### config.mk
export PLATFORM = sky130hd
export DESIGN_NAME = vector_write_back_controller
export DESIGN_NICKNAME = d
export VERILOG_FILES = /design/src/rtl/vector_write_back_controller.sv
export SDC_FILE = /design/constraint.sdc
export NUM_CORES = 1
export LEC_CHECK = 0
export BUFFER_PORTS_ARGS = -buffer_cell sky130_fd_sc_hd__clkbuf_2
export CORE_MARGIN = 2
export CORE_UTILIZATION = 55
export DETAILED_ROUTE_END_ITERATION = 10
export PLACE_DENSITY = 0.86
export SLEW_MARGIN = 25
export SYNTH_ARGS = -nofsm -noshare
export SYNTH_HDL_FRONTEND = slang
export SYNTH_SLANG_ARGS = --single-unit
### constraint.sdc
create_clock -name clk -period 16.74 [get_ports clk]
set_input_delay 3.348 -clock clk [delete_from_list [all_inputs] [get_ports clk]]
set_output_delay 3.348 -clock clk [all_outputs]
set_load 0.03 [all_outputs]
### src/rtl/vector_write_back_controller.sv
// Vector register file write-back initiator.
// Buffers completed vector results in a small in-order FIFO, issues each one
// to the VRF as a single-cycle write, waits for the VRF to report completion,
// then retires the entry. Pending-destination flags let decode stall on RAW
// hazards against writes that are still queued.
module vector_write_back_controller #(
    parameter int LEN          = 32,
    parameter int VECTOR_SIZE  = 8,
    parameter int LENGTH_WIDTH = 4,
    parameter int DEPTH        = 2
) (
    input  logic                        clk,
    input  logic                        rst,
    input  logic                        rdy_in,
    input  logic                        in_valid,
    output logic                        in_ready,
    input  logic [4:0]                  in_rd,
    input  logic [VECTOR_SIZE*LEN-1:0]  in_data,
    input  logic [LENGTH_WIDTH-1:0]     in_length,
    output logic [1:0]                  rf_signal,
    output logic                        write_back_enabled,
    output logic [4:0]                  rf_rd,
    output logic [VECTOR_SIZE*LEN-1:0]  rf_data,
    output logic [LENGTH_WIDTH-1:0]     rf_length,
    input  logic [1:0]                  rf_status,
    input  logic [4:0]                  query_rs1,
    input  logic [4:0]                  query_rs2,
    output logic                        rs1_pending,
    output logic                        rs2_pending,
    output logic [$clog2(DEPTH):0]      queue_count,
    output logic                        idle
);

    // VRF command / status encodings shared with the register file.
    localparam logic [1:0] VECTOR_RF_NOP   = 2'b00;
    localparam logic [1:0] VECTOR_RF_WRITE = 2'b01;
    localparam logic [1:0] RF_NOP          = 2'b00;
    localparam logic [1:0] RF_FINISHED     = 2'b01;

    localparam int PW = $clog2(DEPTH);
    localparam int CW = PW + 1;
    localparam logic [CW-1:0]           DEPTH_C = CW'(DEPTH);
    localparam logic [LENGTH_WIDTH-1:0] VSIZE_L = LENGTH_WIDTH'(VECTOR_SIZE);

    typedef enum logic [1:0] {
        IDLE  = 2'd0,
        ISSUE = 2'd1,
        WAIT  = 2'd2
    } state_t;

    state_t state, state_next;

    logic [4:0]                 rd_mem   [DEPTH];
    logic [VECTOR_SIZE*LEN-1:0] data_mem [DEPTH];
    logic [LENGTH_WIDTH-1:0]    len_mem  [DEPTH];

    logic [PW-1:0]           rd_ptr, wr_ptr;
    logic [CW-1:0]           count;
    logic                    push, pop, issue;
    logic [LENGTH_WIDTH-1:0] len_clamped;
    logic [PW-1:0]           offset;

    assign in_ready    = (count < DEPTH_C);
    assign push        = in_valid & in_ready & rdy_in & ~rst;
    assign len_clamped = (in_length > VSIZE_L) ? VSIZE_L : in_length;
    assign queue_count = count;
    assign idle        = (count == '0) && (state == IDLE);

    // Next-state decode: zero-length heads retire straight from IDLE.
    always_comb begin
        state_next = state;
        pop        = 1'b0;
        issue      = 1'b0;
        case (state)
            IDLE: begin
                if (count != '0) begin
                    if (len_mem[rd_ptr] == '0) begin
                        pop = rdy_in;
                    end else begin
                        issue      = rdy_in;
                        state_next = ISSUE;
                    end
                end
            end
            ISSUE: state_next = WAIT;
            WAIT: begin
                if (rf_status == RF_FINISHED) begin
                    pop        = rdy_in;
                    state_next = IDLE;
                end
            end
            default: state_next = IDLE;
        endcase
    end

    // State, pointers, count and registered VRF request outputs.
    always_ff @(posedge clk) begin
        if (rst) begin
            state              <= IDLE;
            rd_ptr             <= '0;
            wr_ptr             <= '0;
            count              <= '0;
            write_back_enabled <= 1'b0;
            rf_signal          <= VECTOR_RF_NOP;
            rf_rd              <= '0;
            rf_data            <= '0;
            rf_length          <= '0;
        end else if (rdy_in) begin
            state              <= state_next;
            write_back_enabled <= issue;
            rf_signal          <= issue ? VECTOR_RF_WRITE : VECTOR_RF_NOP;
            if (issue) begin
                rf_rd     <= rd_mem[rd_ptr];
                rf_data   <= data_mem[rd_ptr];
                rf_length <= len_mem[rd_ptr];
            end
            if (push) wr_ptr <= wr_ptr + 1'b1;
            if (pop)  rd_ptr <= rd_ptr + 1'b1;
            case ({push, pop})
                2'b10:   count <= count + 1'b1;
                2'b01:   count <= count - 1'b1;
                default: count <= count;
            endcase
        end
    end

    // FIFO storage; contents need no reset since occupancy is tracked by count.
    always_ff @(posedge clk) begin
        if (push) begin
            rd_mem[wr_ptr]   <= in_rd;
            data_mem[wr_ptr] <= in_data;
            len_mem[wr_ptr]  <= len_clamped;
        end
    end

    // RAW hazard check against every occupied, non-empty-length entry.
    always_comb begin
        rs1_pending = 1'b0;
        rs2_pending = 1'b0;
        offset      = '0;
        for (int unsigned i = 0; i < DEPTH; i++) begin
            offset = PW'(i) - rd_ptr;
            if (({1'b0, offset} < count) && (len_mem[i] != '0)) begin
                if (rd_mem[i] == query_rs1) rs1_pending = 1'b1;
                if (rd_mem[i] == query_rs2) rs2_pending = 1'b1;
            end
        end
    end

endmodule

==> summary.md <==
| Metric | Value |
|---|---|
| Status | `complete, no violations` |
| Core Region | `0.0529 sq mm` |
| Cts bufs inserted | `78` |
| Fin. max-slew vios | `0` |
| Total gr overflow | `0` |
| Worst setup EP type | `output port` |
| Antenna-violating nets left | `0` |
| Yosys synthesis warning count | `0` |
| DR vias/cell | `5.90` |
| Postcts setup bufs | `0` |
| Seq/Total Area, Yosys | `72.3%` |
| WP data required | `13.39 ns` |
| RSZ-0062 raised after global routing | `no` |
| Fin Setup TNS | `0 ns` |
| Drt initial violations | `1414` |
| Hold_ws | `0.489 ns` |
| Hold Buf Count CTS | `0` |
| Count leader, synth | `edfxtp_1` |
| Highest clock rate | `0.125 GHz` |
| Layout cells sized above 1 | `36.6%` |
| Crit-path slowest cell | `or4_1` |
| Hold Vio Cnt, Final | `0` |
| Worst skew pair latency | `0.59 ns` |
| GPL Wtd Cong | `0.874` |
| Worst-path cell chain | `clkbuf_2, xor2_1, or4_1, o31ai_1, clkbuf_2` |
| Row Count | `84` |
| Multi-input logic area | `0.00745 sq mm` |
| Final setup fails | `0` |
| Main synth FF type | `edfxtp_1` |
| Global Route Usage Sum | `25.2%` |
| Rel. slew slack | `16.5%` |
| Full die area | `0.0556 sq mm` |
| Final wirelength | `72200 um` |
| PD cells | `117 mW/mm^2` |
| Largest delay share family, worst path | `simple AND/OR/NAND/NOR gates` |
| Synth cell count leaders | `edfxtp_1, dfxtp_1, a21oi_1, mux2i_1, a211oi_2` |
| Synth Net Count | `2112` |
| Fill cell count | `3488` |
| Ports | `555` |
| Overall power | `0.00411 W` |
| Synthesized area | `0.0296 sq mm` |
| Initial Util | `55.9%` |
| Area leader, netlist | `edfxtp_1` |
| DRC viols | `0` |
| Leak Pwr | `11.9 nW` |
| Clock Path Buffers | `3` |
| Clock root buffer master | `clkbuf_16` |
| Flop and latch count out of synthesis | `803` |
| Nets | `2615` |
| CTS tree | `built` |
| Synthesis-to-layout area growth | `18.9%` |
| CTS sink cnt | `803` |
| Number of enable flip-flop cells after synthesis | `530` |
| H-Tree Depth | `3` |
| Synth area leaders | `edfxtp_1, dfxtp_1, mux2i_1, a211oi_2, a21oi_1` |
| Number of I/O port buffers | `553` |
| Crit path time final | `7.99 ns` |
| MaxCap Viol Count | `0` |
| Mean post-synth cell area | `16.2 sq um` |
| Largest net degree at the start of global routing | `179` |
| VDD IR-drop max | `0.0960 mV` |
| Skew final | `0.0149 ns` |
| Vias in the first global route | `18800` |
| Arr. time, crit path | `4.64 ns` |
| Worst Setup Path Type | `primary input to output port` |
| Transition time of the tightest slew-check pin | `1.25 ns` |
| Final HPWL DP | `43600 um` |
| Hold WC Path Type | `flop to flop` |
| CP startpoint kind | `primary input` |
| Max FO, Critical Path | `2` |
| Initial antenna violation count | `18` |
| # resized after CTS | `0` |
| Syn Inst Count | `1830` |
| Netlist cell types | `40` |
| Cell mode on critical path | `clkbuf_2` |
| WL/cell | `23.3 um` |
| Global-route wire length before repair | `109000 um` |
| First-pass DRT Iterations | `5` |
| Clock slew at reported path FFs | `0.06 ns` |
| Die Height | `236 um` |
| FFs w/ async S/R, synth | `0%` |
| Die width | `236 um` |
| Via count | `18300` |
| FF/Latch Area | `0.0214 sq mm` |
| Yosys top cell area share | `53.8%` |
| Tcrit/Tclk final | `47.7%` |
| Max stage delay on crit path | `0.55 ns` |
| Crit path buffers/inverters | `2` |
==> routing by layer <==
metal  vias to the layer above  wire length [um]  track usage [%]
met5                         -                45                0
met3                       213              5910             6.67
met4                         6              3590             13.8
met1                      9059             26400             30.0
li1                       8138                 -                -
met2                       837             36300             42.0
==> final cells by class <==
class	count	area share (%)
sequential	803	60.8
multi-input combinational	873	21.2
timing repair buffer	574	8.54
clock buffer	108	6.16
tap	688	2.45
clock inverter	32	0.676
antenna	14	0.0997
inverter	3	0.0320
==> placed cells by master (no fill, tap or decap), drive strengths merged, types with 14 or more instances in the layout <==
cell,netlist,final
a211oi,262,262
a21oi,266,266
buf,55,22
clkbuf,96,660
clkinv,0,27
dfxtp,273,273
diode,0,14
edfxtp,530,530
mux2i,266,266
xor2,17,17
==> final timing paths <==
check	endpoint	start	cells after the start	slack, ns
min reg2reg	rf_length[0]	rf_length[0]	1	0.49
min	rf_length[0]	rf_length[0]	1	0.49
max reg2reg	rf_data[126]	queue_count[0]	5	13.07
max	rs2_pending	query_rs2[3]	5	8.75
==> flip-flops by register name (all words and copies together), names as in the netlist, named ones only <==
signal / count
data_mem: 512
len_mem: 8
queue_count: 2
rd_mem: 10
rd_ptr: 1
rf_data: 256
rf_length: 4
rf_rd: 5
state: 2
wr_ptr: 1
write_back_enabled: 1
==> cell families (layout without fill, tap and decap cells) <==
logic type	count (synthesis)	in the layout	synth area share [%]
other	1	15	0.0127
buffers and inverters	154	717	2.58
AND/OR/NAND/NOR	42	42	0.846
adder cells (fa/ha/maj)	1	1	0.0423
flip-flops	803	803	72.3
XOR/XNOR	24	24	0.711
multiplexers	266	266	9.02
AO/OA/AOI/OAI	539	539	14.5
==> stage by stage <==
| step | utilization [%] | cell area (sq um) | std cells | worst slack (ns) |
|---|---|---|---|---|
| 2_1_floorplan | - | 29600 | 1830 | 1.08 |
| 3_3_place_gp | 61.8 | 32700 | 2940 | 8.78 |
| 3_5_place_dp | 61.8 | 32700 | 2940 | 8.74 |
| 4_1_cts | 66.3 | 35100 | 3080 | 8.75 |
| 5_1_grt | 66.5 | 35100 | 3095 | 8.72 |
| 6_report | 66.5 | 35100 | 3095 | 8.75 |
==> worst reg2reg max path, cell delays in order (launching register included) <==
cell and delay (ns):
dfxtp_1 0.45, or2_1 0.18, and3_4 0.67, and2_4 0.93, buf_4 1.02, a211oi_1 0.25
==> where the power goes <==
group          internal [W]  total, W  switching [W]
combinational     0.0000933  0.000270       0.000176
clock              0.000951   0.00166       0.000705
sequential          0.00216   0.00218      0.0000232
total               0.00320   0.00411       0.000905
No activity file was read; power rests on OpenSTA's default activity.
